`config.mk`:
```
export PLATFORM = sky130hd
export DESIGN_NAME = dmi_fabric_flat
export DESIGN_NICKNAME = d
export VERILOG_FILES = /design/src/rtl/dmi_fabric_if.sv /design/src/rtl/dmi_fabric.sv /design/src/flat_wrapper.sv
export SDC_FILE = /design/constraint.sdc
export NUM_CORES = 1
export LEC_CHECK = 0
export BUFFER_PORTS_ARGS = -buffer_cell sky130_fd_sc_hd__buf_2
export CAP_MARGIN = 20
export CORE_MARGIN = 3
export CORE_UTILIZATION = 51
export CTS_BUF_LIST = sky130_fd_sc_hd__clkbuf_2 sky130_fd_sc_hd__clkbuf_4 sky130_fd_sc_hd__clkbuf_8
export DETAILED_ROUTE_END_ITERATION = 10
export PLACE_DENSITY_LB_ADDON = 0.12
export SYNTH_ARGS = -nofsm -noshare
export SYNTH_HDL_FRONTEND = slang
export SYNTH_SLANG_ARGS = --single-unit
```
`constraint.sdc`:
```
create_clock -name clk -period 5.1 [get_ports clk]
set_input_delay 0.255 -clock clk [delete_from_list [all_inputs] [get_ports clk]]
set_output_delay 0.255 -clock clk [all_outputs]
set_load 0.02 [all_outputs]
```
`src/rtl/dmi_fabric_if.sv`:
```
// dmi_fabric_if: upstream DMI request/response plus per-DM request/response bus; slave = fabric side, master = DTM/DM side
interface dmi_fabric_if #(
  parameter int N_DM     = 2,
  parameter int DM_ABITS = 7
);
  localparam int IDXW  = (N_DM > 1) ? $clog2(N_DM) : 1;
  localparam int ABITS = DM_ABITS + IDXW;
  logic                  req_valid_i;
  logic                  req_ready_o;
  logic [ABITS-1:0]      req_addr_i;
  logic [31:0]           req_data_i;
  logic [1:0]            req_op_i;
  logic                  rsp_valid_o;
  logic                  rsp_ready_i;
  logic [31:0]           rsp_data_o;
  logic [1:0]            rsp_op_o;
  logic [N_DM-1:0]       dm_req_valid_o;
  logic [N_DM-1:0]       dm_req_ready_i;
  logic [DM_ABITS-1:0]   dm_req_addr_o;
  logic [31:0]           dm_req_data_o;
  logic [1:0]            dm_req_op_o;
  logic [N_DM-1:0]       dm_rsp_valid_i;
  logic [N_DM-1:0]       dm_rsp_ready_o;
  logic [N_DM*32-1:0]    dm_rsp_data_i;
  logic [N_DM*2-1:0]     dm_rsp_op_i;
  modport slave (
    input  req_valid_i, req_addr_i, req_data_i, req_op_i, rsp_ready_i,
           dm_req_ready_i, dm_rsp_valid_i, dm_rsp_data_i, dm_rsp_op_i,
    output req_ready_o, rsp_valid_o, rsp_data_o, rsp_op_o,
           dm_req_valid_o, dm_req_addr_o, dm_req_data_o, dm_req_op_o, dm_rsp_ready_o
  );
  modport master (
    output req_valid_i, req_addr_i, req_data_i, req_op_i, rsp_ready_i,
           dm_req_ready_i, dm_rsp_valid_i, dm_rsp_data_i, dm_rsp_op_i,
    input  req_ready_o, rsp_valid_o, rsp_data_o, rsp_op_o,
           dm_req_valid_o, dm_req_addr_o, dm_req_data_o, dm_req_op_o, dm_rsp_ready_o
  );
endinterface

```
`src/rtl/dmi_fabric.sv`:
```
// dmi_fabric: routes DMI transactions to N_DM debug modules with per-phase timeout, dead-DM fencing and sticky error; ports clk, rst, bus (dmi_fabric_if.slave), busy_o, dead_o, err_o, clear_i
module dmi_fabric #(
  parameter int N_DM     = 2,
  parameter int DM_ABITS = 7,
  parameter int TIMEOUT  = 255
) (
  input  logic            clk,
  input  logic            rst,
  dmi_fabric_if.slave     bus,
  output logic            busy_o,
  output logic [N_DM-1:0] dead_o,
  output logic            err_o,
  input  logic            clear_i
);
  localparam int IDXW  = (N_DM > 1) ? $clog2(N_DM) : 1;
  localparam int ABITS = DM_ABITS + IDXW;
  localparam int CW    = (TIMEOUT > 1) ? $clog2(TIMEOUT + 1) : 1;
  localparam int NX    = 2 ** IDXW;
  typedef enum logic [1:0] {IDLE, ISSUE, WAIT, RESP} state_t;
  state_t              r_state, w_next;
  logic [DM_ABITS-1:0] r_addr;
  logic [IDXW-1:0]     r_idx;
  logic [31:0]         r_data, r_rsp_data;
  logic [1:0]          r_op, r_rsp_op;
  logic [CW-1:0]       r_cnt;
  logic [N_DM-1:0]     r_dead;
  logic                r_err;
  logic [IDXW-1:0]     w_req_idx;
  logic [NX-1:0]       w_dead_x, w_rr_x, w_rv_x;
  logic [N_DM-1:0]     w_onehot;
  logic                w_reject, w_nop, w_req_hs, w_rsp_hs, w_to;
  logic [31:0]         w_sel_data;
  logic [1:0]          w_sel_op;
  assign w_req_idx = bus.req_addr_i[ABITS-1:DM_ABITS];
  assign w_dead_x  = NX'(r_dead);
  assign w_rr_x    = NX'(bus.dm_req_ready_i);
  assign w_rv_x    = NX'(bus.dm_rsp_valid_i);
  assign w_onehot  = N_DM'(1) << r_idx;
  assign w_reject  = ({1'b0, w_req_idx} >= (IDXW + 1)'(N_DM)) || w_dead_x[w_req_idx];
  assign w_nop     = bus.req_op_i == 2'd0 || bus.req_op_i == 2'd3;
  assign w_req_hs  = r_state == ISSUE && w_rr_x[r_idx];
  assign w_rsp_hs  = r_state == WAIT && w_rv_x[r_idx];
  // a handshake in the final allowed cycle beats the abort
  assign w_to      = ((r_state == ISSUE && !w_req_hs) || (r_state == WAIT && !w_rsp_hs)) && r_cnt == CW'(TIMEOUT);
  always_comb begin
    w_sel_data = '0;
    w_sel_op   = '0;
    for (int k = 0; k < N_DM; k++) begin
      if (r_idx == IDXW'(k)) begin
        w_sel_data = bus.dm_rsp_data_i[32*k +: 32];
        w_sel_op   = bus.dm_rsp_op_i[2*k +: 2];
      end
    end
  end
  always_comb begin
    w_next = r_state;
    case (r_state)
      IDLE:    w_next = !bus.req_valid_i ? IDLE : (w_reject || w_nop) ? RESP : ISSUE;
      ISSUE:   w_next = w_req_hs ? WAIT : w_to ? RESP : ISSUE;
      WAIT:    w_next = (w_rsp_hs || w_to) ? RESP : WAIT;
      default: w_next = bus.rsp_ready_i ? IDLE : RESP;
    endcase
  end
  always_ff @(posedge clk or posedge rst) begin
    if (rst) begin
      r_state    <= IDLE;
      r_addr     <= '0;
      r_idx      <= '0;
      r_data     <= '0;
      r_op       <= '0;
      r_rsp_data <= '0;
      r_rsp_op   <= '0;
      r_cnt      <= '0;
      r_dead     <= '0;
      r_err      <= 1'b0;
    end else begin
      r_state <= w_next;
      r_cnt   <= (r_state != w_next) ? '0 : r_cnt + 1'b1;
      if (r_state == IDLE && bus.req_valid_i) begin
        r_addr     <= bus.req_addr_i[DM_ABITS-1:0];
        r_idx      <= w_req_idx;
        r_data     <= bus.req_data_i;
        r_op       <= bus.req_op_i;
        r_rsp_data <= '0;
        r_rsp_op   <= w_reject ? 2'd2 : 2'd0;
      end
      if (w_rsp_hs) begin
        r_rsp_data <= w_sel_data;
        r_rsp_op   <= w_sel_op;
      end
      if (w_to) begin
        r_rsp_data <= '0;
        r_rsp_op   <= 2'd2;
      end
      r_dead <= (clear_i ? '0 : r_dead) | (w_to ? w_onehot : '0);
      r_err  <= (!clear_i && r_err) || w_to;
    end
  end
  assign bus.req_ready_o    = r_state == IDLE;
  assign bus.rsp_valid_o    = r_state == RESP;
  assign bus.rsp_data_o     = r_rsp_data;
  assign bus.rsp_op_o       = r_rsp_op;
  assign bus.dm_req_valid_o = (r_state == ISSUE) ? w_onehot : '0;
  assign bus.dm_req_addr_o  = r_addr;
  assign bus.dm_req_data_o  = r_data;
  assign bus.dm_req_op_o    = r_op;
  // every DM except the one being issued to may drain responses; late answers from fenced DMs are dropped
  assign bus.dm_rsp_ready_o = (r_state == ISSUE) ? ~w_onehot : '1;
  assign busy_o             = r_state != IDLE;
  assign dead_o             = r_dead;
  assign err_o              = r_err;
endmodule

```
`src/flat_wrapper.sv`:
```
// flat-port wrapper written by rule: the top's interface ports become plain ports
module dmi_fabric_flat 
#(
  parameter int N_DM     = 2,
  parameter int DM_ABITS = 7,
  parameter int TIMEOUT  = 255
)
  (clk, rst, busy_o, dead_o, err_o, clear_i, bus_req_valid_i, bus_req_addr_i, bus_req_data_i, bus_req_op_i, bus_rsp_ready_i, bus_dm_req_ready_i, bus_dm_rsp_valid_i, bus_dm_rsp_data_i, bus_dm_rsp_op_i, bus_req_ready_o, bus_rsp_valid_o, bus_rsp_data_o, bus_rsp_op_o, bus_dm_req_valid_o, bus_dm_req_addr_o, bus_dm_req_data_o, bus_dm_req_op_o, bus_dm_rsp_ready_o);
  dmi_fabric_if #(.N_DM(N_DM), .DM_ABITS(DM_ABITS)) bus_i ();
  input  logic clk;
  input  logic rst;
  output logic busy_o;
  output logic [N_DM-1:0] dead_o;
  output logic err_o;
  input  logic clear_i;
  input wire logic [$bits(bus_i.req_valid_i)-1:0] bus_req_valid_i;
  input wire logic [$bits(bus_i.req_addr_i)-1:0] bus_req_addr_i;
  input wire logic [$bits(bus_i.req_data_i)-1:0] bus_req_data_i;
  input wire logic [$bits(bus_i.req_op_i)-1:0] bus_req_op_i;
  input wire logic [$bits(bus_i.rsp_ready_i)-1:0] bus_rsp_ready_i;
  input wire logic [$bits(bus_i.dm_req_ready_i)-1:0] bus_dm_req_ready_i;
  input wire logic [$bits(bus_i.dm_rsp_valid_i)-1:0] bus_dm_rsp_valid_i;
  input wire logic [$bits(bus_i.dm_rsp_data_i)-1:0] bus_dm_rsp_data_i;
  input wire logic [$bits(bus_i.dm_rsp_op_i)-1:0] bus_dm_rsp_op_i;
  output wire logic [$bits(bus_i.req_ready_o)-1:0] bus_req_ready_o;
  output wire logic [$bits(bus_i.rsp_valid_o)-1:0] bus_rsp_valid_o;
  output wire logic [$bits(bus_i.rsp_data_o)-1:0] bus_rsp_data_o;
  output wire logic [$bits(bus_i.rsp_op_o)-1:0] bus_rsp_op_o;
  output wire logic [$bits(bus_i.dm_req_valid_o)-1:0] bus_dm_req_valid_o;
  output wire logic [$bits(bus_i.dm_req_addr_o)-1:0] bus_dm_req_addr_o;
  output wire logic [$bits(bus_i.dm_req_data_o)-1:0] bus_dm_req_data_o;
  output wire logic [$bits(bus_i.dm_req_op_o)-1:0] bus_dm_req_op_o;
  output wire logic [$bits(bus_i.dm_rsp_ready_o)-1:0] bus_dm_rsp_ready_o;
  assign bus_i.req_valid_i = bus_req_valid_i;
  assign bus_i.req_addr_i = bus_req_addr_i;
  assign bus_i.req_data_i = bus_req_data_i;
  assign bus_i.req_op_i = bus_req_op_i;
  assign bus_i.rsp_ready_i = bus_rsp_ready_i;
  assign bus_i.dm_req_ready_i = bus_dm_req_ready_i;
  assign bus_i.dm_rsp_valid_i = bus_dm_rsp_valid_i;
  assign bus_i.dm_rsp_data_i = bus_dm_rsp_data_i;
  assign bus_i.dm_rsp_op_i = bus_dm_rsp_op_i;
  assign bus_req_ready_o = bus_i.req_ready_o;
  assign bus_rsp_valid_o = bus_i.rsp_valid_o;
  assign bus_rsp_data_o = bus_i.rsp_data_o;
  assign bus_rsp_op_o = bus_i.rsp_op_o;
  assign bus_dm_req_valid_o = bus_i.dm_req_valid_o;
  assign bus_dm_req_addr_o = bus_i.dm_req_addr_o;
  assign bus_dm_req_data_o = bus_i.dm_req_data_o;
  assign bus_dm_req_op_o = bus_i.dm_req_op_o;
  assign bus_dm_rsp_ready_o = bus_i.dm_rsp_ready_o;
  dmi_fabric #(.N_DM(N_DM), .DM_ABITS(DM_ABITS), .TIMEOUT(TIMEOUT)) u_core (.clk(clk), .rst(rst), .bus(bus_i), .busy_o(busy_o), .dead_o(dead_o), .err_o(err_o), .clear_i(clear_i));
endmodule
```
==> results of run 1 <==
-- placed cells by master (no fill, tap or decap), types with 3 or more instances in the layout --
| master | instances |
|---|---|
| sky130_fd_sc_hd__mux2_2 | 38 |
| sky130_fd_sc_hd__nor4_1 | 4 |
| sky130_fd_sc_hd__buf_4 | 3 |
| sky130_fd_sc_hd__nand2_1 | 38 |
| sky130_fd_sc_hd__inv_1 | 9 |
| sky130_fd_sc_hd__o21ai_0 | 4 |
| sky130_fd_sc_hd__nor3_1 | 3 |
| sky130_fd_sc_hd__mux2i_1 | 37 |
| sky130_fd_sc_hd__dfrtp_1 | 88 |
| sky130_fd_sc_hd__bufinv_16 | 3 |
| sky130_fd_sc_hd__xor2_1 | 5 |
| sky130_fd_sc_hd__o22ai_1 | 35 |
| sky130_fd_sc_hd__clkbuf_8 | 9 |
| sky130_fd_sc_hd__mux2_4 | 7 |
| sky130_fd_sc_hd__nand3_1 | 4 |
| sky130_fd_sc_hd__buf_2 | 203 |
-- cell type report --
class,instances,share of cell area (%)
clock buffers,9,2.36
flip-flops and latches,89,42.4
multi-input cells,197,30.1
well taps,99,2.36
inverters,10,0.738
clock inverters,7,2.26
repair buffers,206,19.8
-- state kept, by name (all words and copies together), names as in the netlist --
| signal | count |
|---|---|
| u_core.r_state | 2 |
| u_core.bus.dm_req_addr_o | 7 |
| u_core.err_o | 1 |
| u_core.r_cnt | 8 |
| u_core.bus.dm_req_data_o | 32 |
| u_core.dead_o | 2 |
| u_core.bus.rsp_data_o | 32 |
| u_core.bus.dm_req_op_o | 2 |
| u_core.r_idx | 1 |
| u_core.bus.rsp_op_o | 2 |
-- cells in the mapped netlist --
library cell,instances,area share [%]
sky130_fd_sc_hd__a21bo_2,1,0.25
sky130_fd_sc_hd__a21o_1,1,0.19
sky130_fd_sc_hd__a22oi_4,1,0.54
sky130_fd_sc_hd__a31oi_2,1,0.31
sky130_fd_sc_hd__a32oi_1,1,0.22
sky130_fd_sc_hd__and3_1,1,0.16
sky130_fd_sc_hd__and4_1,2,0.44
sky130_fd_sc_hd__buf_2,9,1.1
sky130_fd_sc_hd__buf_6,5,1.4
sky130_fd_sc_hd__clkbuf_1,7,0.66
sky130_fd_sc_hd__dfrtp_1,89,56
sky130_fd_sc_hd__ha_1,1,0.31
sky130_fd_sc_hd__inv_1,10,0.94
sky130_fd_sc_hd__mux2_2,38,11
sky130_fd_sc_hd__mux2_4,7,2.6
sky130_fd_sc_hd__mux2i_1,37,9.3
sky130_fd_sc_hd__nand2_1,38,3.6
sky130_fd_sc_hd__nand2b_1,1,0.16
sky130_fd_sc_hd__nand2b_4,1,0.35
sky130_fd_sc_hd__nand3_1,4,0.50
sky130_fd_sc_hd__nand4_1,2,0.31
sky130_fd_sc_hd__nor2_1,2,0.19
sky130_fd_sc_hd__nor2b_1,1,0.16
sky130_fd_sc_hd__nor3_1,3,0.38
sky130_fd_sc_hd__nor4_1,4,0.63
sky130_fd_sc_hd__nor4b_1,1,0.22
sky130_fd_sc_hd__o21ai_0,4,0.50
sky130_fd_sc_hd__o21bai_1,1,0.19
sky130_fd_sc_hd__o22ai_1,35,5.5
sky130_fd_sc_hd__or2_1,1,0.16
sky130_fd_sc_hd__or3b_1,1,0.22
sky130_fd_sc_hd__xnor2_1,2,0.44
sky130_fd_sc_hd__xor2_1,5,1.1
-- power by group --
part	total (µW)	internal, µW	switching (µW)	leakage [µW]
clock network	571	325	245	0.000115
registers	1200	1030	165	0.00109
logic	1660	678	984	0.00158
total	3430	2030	1390	0.00278
-- stage by stage --
| stage | util [%] | instance area, µm² | std cells |
|---|---|---|---|
| after floorplan | - | 3970 | 317 |
| after global placement | 67.7 | 5010 | 601 |
| after detailed placement | 67.7 | 5010 | 601 |
| after CTS | 70.9 | 5260 | 617 |
| after global routing | 70.9 | 5260 | 617 |
| final | 70.9 | 5260 | 617 |
-- worst min-delay path by stage --
stage | cells after the start | slack (ns) | endpoint | start
after global routing | 2 | 0.05 | u_core.bus.dm_req_data_o[13] | rst
after global placement | 2 | 0.41 | u_core.bus.dm_req_data_o[7] | rst
final | 2 | 0.02 | u_core.bus.dm_req_data_o[13] | rst
after floorplan | 1 | 0.33 | u_core.r_state[1] | bus_rsp_ready_i
after CTS | 2 | 0.03 | u_core.bus.dm_req_data_o[13] | rst
after detailed placement | 2 | 0.42 | u_core.bus.dm_req_data_o[7] | rst
-- cells by family after synthesis --
| family | count (synthesis) | share of synthesized area, % |
|---|---|---|
| compound gates | 45 | 7.72 |
| xor+xnor | 7 | 1.54 |
| fa+ha+maj | 1 | 0.315 |
| buf+inv | 31 | 4.16 |
| flops | 89 | 56.1 |
| mux | 82 | 22.7 |
| simple gates | 62 | 7.46 |
-- routing by layer --
metal / vias to the layer above / global-route usage [%]
met5: - / 0
met4: 0 / 8.30
met3: 19 / 3.69
met2: 128 / 36.5
met1: 1500 / 26.6
li1: 1523 / -
==> parameters.txt, run 1 <==
Parameter                              Value

Global route
  Largest net degree at the start of global routing ... 78
  Remaining global-route overflow ... 0
  Vias in the first global route ... 3042
  Initial antenna violation count ... 0
  Global-route wire length before repair ... 14600 µm
  Total Routing Usage GR ... between 20% and 30%

Timing
  Setup slack after layout ... between 2 and 3 ns
  Fmax ... roughly 0.40 GHz
  Clock skew ... ~0.0084 ns
  Shortest period the worst path allows ... between 2 and 3 ns
  Final-report hold violation count ... 0
  Part of the cycle the worst path needs ... 49.4%
  Endpoints failing setup ... 0
  Worst relative slew slack ... between 20% and 30%
  Final Max Tran Viols ... 0
  Transition at the pin with the smallest max-transition slack ... 1.08 ns
  Setup repair after global routing missed its margin ... no
  Accumulated negative setup slack ... 0 ns
  Worst-case hold slack ... 0.0169 ns

Worst setup path
  Element type at the critical path end ... flop
  First element of the critical path ... u_core.r_idx
  Startpoint of the most critical register-to-register path ... u_core.r_idx
  Termination of the worst setup path ... u_core.bus.rsp_data_o[17]
  Highest cell delay on the worst timing path ... 0.70 ns
  Arrival time of the worst setup path ... 2.71 ns
  Startpoint type of the worst setup path ... flop
  Buf/Inv on CP ... 1
  Register-to-register path setup slack ... 2.58 ns
  Worst path required time ... around 5.3 ns
  WS Path Type ... reg2reg
  Maximum net fanout on the critical path ... 40
  Number of logic stages on the critical path including buffering ... 5
  Slowest stage cell, crit path ... sky130_fd_sc_hd__a22oi_4
  Depth of the most critical reg-to-reg path ... 5
  End of the worst register-to-register path ... u_core.bus.rsp_data_o[17]
  Largest delay share family, worst path ... compound AO/OA/AOI/OAI gates
  Crit-path cells ... buf_4, mux2_2, nand2b_4, a22oi_4, o22ai_1

Synthesis
  Synthesized netlist net count ... approximately 440
  Synth Cell Area ... a little under 0.004 mm²
  Synthesized area divided by synthesized cell count ... between 10 and 15 µm²
  Synth cell types ... 33
  Total number of yosys warnings ... 0
  Post-Syn Instances ... about 320
  Total of flip-flops plus latches after synthesis ... 89
  Sequential cell area fraction in the yosys report ... between 50% and 60%

Worst hold path
  Path class of the lowest-slack min-delay path ... in2async

Clock tree
  Post-CTS Setup Bufs ... 0
  Clock latency of the later-clocked register in the worst-skew pair ... around 0.35 ns
  Clock slew at reported path FFs ... roughly 0.090 ns
  Number of resized instances in the post-cts repair step ... 0
  Sinks on Clock Net ... between 80 and 90
  CTS HTree Levels ... 3
  Root buffer selected by CTS ... sky130_fd_sc_hd__clkbuf_8
  Buffer levels on the longest clock path ... 2
  Hold buffer count at CTS ... 0
  Clock tree from TritonCTS ... built
  Number of buffers inserted during clock tree synthesis ... 9

Placement
  RePlAce Congestion ... just over 0.8
  Number of buffers added on ports ... between 200 and 250
  Post-DP HPWL ... a little over 7000 µm
  DP Worst Slack ... about 2.6 ns

Route
  Wire length on met2 ... a little under 5000 µm
  Met3 wire len ... ~700 µm
  Detailed Route WL ... between 9000 and 10000 µm
  Final antenna-violating net count ... 0
  Routed via count ... approximately 3200
  Met1 Routed Length ... roughly 3800 µm
  Violation count after the first detailed-routing iteration ... 125
  Via-to-Cell Ratio ... 5.14
  Wire per inst ... about 16 µm
  Detailed-router iteration count before antenna repair ... 4
  DRC violation count after routing ... 0
  Top sig layer ... met4

Floorplan
  Total I/O pin count ... between 200 and 250
  Horizontal extent of the die ... 94.3 µm
  Total number of placement rows ... 31
  Initial core utilization ... a little over half
  Area of the placeable core ... around 0.0074 mm²
  Die extent in y ... 94.3 µm
  Area enclosed by the die boundary ... a little under 0.009 mm²

Cells and area
  Antenna diode instance count ... 0
  Layout fillers ... between 500 and 600
  Fraction of final layout cells sized beyond drive strength 1 ... between 50% and 60%
  Nets ... around 630
  Area of the multi-input gates ... ~0.0016 mm²
  Area added between synthesis and finish ... 32.3%
  Area taken by flip-flops and latches ... between 0.002 and 0.0025 mm²

Pwr
  Power per cell area ... approximately 650 mW/mm²
  Worst IR Drop VDD ... between 0.3 and 0.4 mV
  Static Leakage ... ~0.0028 µW
  Total Power Consumption ... around 3400 µW

Run
  Max Cap Viol ... 0

Outcome
  Outcome ... finished, final reports clean
Power figures use the tool's default switching activity.
==> inputs of run 2 (changes only) <==
Settings changed: ABC_AREA from default to 1, CORE_UTILIZATION 51 to 43.
Clock period 5.1 ns to 2.3 ns, I/O delays scaled along.
==> run 2 against run 1 <==
Compared with the run above: total power increased by 120%; setup slack got worse by 2.0 ns; hold slack improved by 0.0079 ns; critical path depth increased by 2; clock skew decreased by 0.0010 ns; register-to-register slack got worse by 2.0 ns; sequential cell count unchanged; synthesized cell count increased by 66%; maximum frequency increased by 45%.
==> parameters.txt, run 2 <==
Parameter                              Value

Synthesis
  Post-synthesis async set-or-reset flop share ... 100% (unchanged)
  Synthesized area divided by synthesized cell count ... 7.75 µm² (-38%)
  Synth Cell Area ... 0.00408 mm² (+2.6%)
  Total of flip-flops plus latches after synthesis ... 89 (unchanged)
  Share of the synthesized area in the top cell type ... 54.6% (-1.4 points)
  Dominant synthesized flop cell ... sky130_fd_sc_hd__dfrtp_1
  Cell accounting for the most synthesized area ... sky130_fd_sc_hd__dfrtp_1
  Synth cell types ... 26 (-21%)
  Sequential cell area fraction in the yosys report ... 54.6% (-1.4 points)
  Post-Syn Instances ... 526 (+66%)
  Total number of yosys warnings ... 0 (unchanged)
  Top post-synthesis cells by count ... 279 x sky130_fd_sc_hd__nand2_1, 89 x sky130_fd_sc_hd__dfrtp_1, 47 x sky130_fd_sc_hd__inv_1, 24 x sky130_fd_sc_hd__o21ai_0, 15 x sky130_fd_sc_hd__o21ai_1
  Cell with the most instances after synthesis ... sky130_fd_sc_hd__nand2_1
  Number of synthesized flops with an enable pin ... 0 (unchanged)
  Synthesized netlist net count ... 646 (+48%)
  Top cells by area, synth ... sky130_fd_sc_hd__dfrtp_1 55%, sky130_fd_sc_hd__nand2_1 26%, sky130_fd_sc_hd__inv_1 4.3%, sky130_fd_sc_hd__o21ai_0 2.9%, sky130_fd_sc_hd__o21ai_1 1.8%

Timing
  Endpoints failing setup ... 0 (unchanged)
  Final-report hold violation count ... 0 (unchanged)
  Part of the cycle the worst path needs ... 75.4% (+26 points)
  Setup repair after global routing missed its margin ... no
  Fmax ... 0.577 GHz (+45%)
  Final Max Tran Viols ... 0 (unchanged)
  Accumulated negative setup slack ... 0 ns (unchanged)
  Shortest period the worst path allows ... 1.73 ns (-0.787 ns)
  Transition at the pin with the smallest max-transition slack ... 0.603 ns (-0.481 ns)
  Worst relative slew slack ... 59.7% (+32 points)
  Clock skew ... 0.00738 ns (-0.00101 ns)

Route
  Violation count after the first detailed-routing iteration ... 153 (+22%)
  Met1 Routed Length ... 4590 µm (+21%)
  Wire per inst ... 12.8 µm (-17%)
  Detailed Route WL ... 11500 µm (+20%)
  Final antenna-violating net count ... 0 (unchanged)
  Routed via count ... 4028 (+27%)
  Top sig layer ... met4
  Detailed-router iteration count before antenna repair ... 4 (unchanged)
  Met3 wire len ... 782 µm (+13%)
  Via-to-Cell Ratio ... 4.48 (-13%)
  DRC violation count after routing ... 0 (unchanged)
  Wire length on met2 ... 5930 µm (+21%)

Pwr
  Static Leakage ... 0.00337 µW (+21%)
  Worst IR Drop VDD ... 0.695 mV (+110%)
  Power per cell area ... 1260 mW/mm² (+93%)

Floorplan
  Area enclosed by the die boundary ... 0.0107 mm² (+20%)
  Initial core utilization ... 45.4% (-8.2 points)
  Horizontal extent of the die ... 103 µm (+9.7%)
  Area of the placeable core ... 0.00898 mm² (+21%)
  Total I/O pin count ... 204 (unchanged)
  Die extent in y ... 103 µm (+9.7%)
  Total number of placement rows ... 34 (+9.7%)

Worst setup path
  Maximum net fanout on the critical path ... 29 (-28%)
  Register-to-register path setup slack ... 0.57 ns (-2.01 ns)
  Worst path required time ... 2.55 ns (-2.74 ns)
  Depth of the most critical reg-to-reg path ... 7 (+2)
  WS Path Type ... reg2reg
  Startpoint type of the worst setup path ... flop
  Arrival time of the worst setup path ... 1.98 ns (-0.73 ns)
  Startpoint of the most critical register-to-register path ... u_core.r_state[0]
  Element type at the critical path end ... flop
  End of the worst register-to-register path ... u_core.bus.rsp_data_o[9]

Worst hold path
  Hold path depth ... 3
  Start point of the worst min-delay path ... bus_req_addr_i[7]
  Destination of the worst hold path ... u_core.r_idx
  Path class of the lowest-slack min-delay path ... in2reg

Global route
  Largest net degree at the start of global routing ... 64 (-18%)
  Remaining global-route overflow ... 0 (unchanged)
  Global-route wire length before repair ... 17600 µm (+21%)
  Total Routing Usage GR ... 21.1% (-0.12 points)
  Vias in the first global route ... 3804 (+25%)
  Initial antenna violation count ... 0 (unchanged)

Clock tree
  Clock latency of the later-clocked register in the worst-skew pair ... 0.34 ns (about the same)
  CTS HTree Levels ... 3 (unchanged)
  Buffer levels on the longest clock path ... 2 (unchanged)
  Clock tree from TritonCTS ... built
  Sinks on Clock Net ... 89 (unchanged)
  Number of buffers inserted during clock tree synthesis ... 9 (unchanged)
  Root buffer selected by CTS ... sky130_fd_sc_hd__clkbuf_8
  Clock slew at reported path FFs ... 0.08 ns (about the same)

Placement
  RePlAce Congestion ... 0.818 (+0.68%)
  Number of buffers added on ports ... 203 (unchanged)
  Post-DP HPWL ... 8220 µm (+15%)
  Post-placement cell area ... 0.00523 mm² (+4.3%)

Outcome
  Outcome ... finished, final reports clean

Cells and area
  Final Cell Area ... 0.00587 mm² (+12%)
  Area added between synthesis and finish ... 44.1%
  Top library cells by usage in the layout, fill and taps aside ... 279 x sky130_fd_sc_hd__nand2_1, 203 x sky130_fd_sc_hd__buf_2, 89 x sky130_fd_sc_hd__dfrtp_1, 46 x sky130_fd_sc_hd__inv_1, 43 x sky130_fd_sc_hd__dlygate4sd3_1
  Nets ... 887 (+40%)
  Fraction of final layout cells sized beyond drive strength 1 ... 32.1% (-21 points)
  Leading cell type in the layout, fill and taps excluded ... sky130_fd_sc_hd__nand2_1

Run
  Max Cap Viol ... 0 (unchanged)
[run 2: repair_timing]
item / in CTS / in global routing
gates resized for setup: 0 / 0
buffers inserted: 0 / 0
endpoints found under the setup margin: 0 / 0
hold buffers: 43 / 0
endpoints found under the hold margin: 69 / 0
[run 2: final cells by class]
type | count | area (µm²)
Inverter | 52 | 199
Clock inverter | 4 | 51.3
Clock buffer | 12 | 159
Timing Repair Buffer | 252 | 1520
Tap cell | 126 | 158
Sequential cell | 89 | 2230
Fill cell | 786 | 3100
Multi-Input combinational cell | 363 | 1560
Antenna cell | 1 | 2.50
[run 2: worst max path at each step]
stage	startpoint	to	slack (ns)	cells after the start
6_report	u_core.r_state[0]	u_core.bus.rsp_data_o[9]	0.57	7
5_1_grt	u_core.r_state[0]	u_core.r_cnt[5]	0.34	10
4_1_cts	u_core.r_state[0]	u_core.bus.rsp_data_o[9]	0.55	7
3_5_place_dp	u_core.r_state[0]	u_core.bus.rsp_data_o[4]	0.57	7
3_3_place_gp	u_core.r_state[0]	u_core.bus.rsp_op_o[1]	0.64	8
2_1_floorplan	u_core.r_state[0]	u_core.r_cnt[6]	0.58	10
[run 2: layer usage]
| layer | GRT usage (%) | vias up |
|---|---|---|
| li1 | - | 2066 |
| met1 | 24.2 | 1809 |
| met3 | 4.90 | 15 |
| met2 | 37.7 | 138 |
| met4 | 8.86 | 0 |
| met5 | 0 | - |
[run 2: metrics by stage]
stage	utilization, %	hold slack [ns]	total power [µW]	setup WS [ns]	cells
after floorplan	-	0.214	5030	0.577	526
after global placement	58.3	0.211	6210	0.635	839
after detailed placement	58.3	0.217	6310	0.574	839
after CTS	65.4	0.00959	7480	0.555	898
after global routing	65.4	0.0252	7990	0.340	898
final	65.4	0.0248	7400	0.567	899
[run 2: worst max-delay path, stage by stage, from the launching register on]
cell	delay (ns)
sky130_fd_sc_hd__dfrtp_1	0.50
sky130_fd_sc_hd__nor2_2	0.09
sky130_fd_sc_hd__inv_2	0.11
sky130_fd_sc_hd__nor2_8	0.04
sky130_fd_sc_hd__inv_2	0.28
sky130_fd_sc_hd__nand3_2	0.24
sky130_fd_sc_hd__buf_12	0.22
sky130_fd_sc_hd__o21ai_0	0.16
[run 2: cell families (layout without fill, tap and decap cells)]
logic type	after synthesis	in the layout	synth area share, %
AND/OR/NAND/NOR	311	311	31.0
XOR/XNOR	7	7	1.50
flip-flops	89	89	54.6
adder cells (fa/ha/maj)	1	1	0.307
buffers and inverters	74	320	7.09
AO/OA/AOI/OAI	44	44	5.49
other	0	1	0
[run 2: report_power, final]
group          internal [µW]  leakage (µW)  switching (µW)  total [µW]
combinational           1190       0.00212            2510        3710
clock                    574      0.000106             523        1100
sequential              2230       0.00115             369        2600
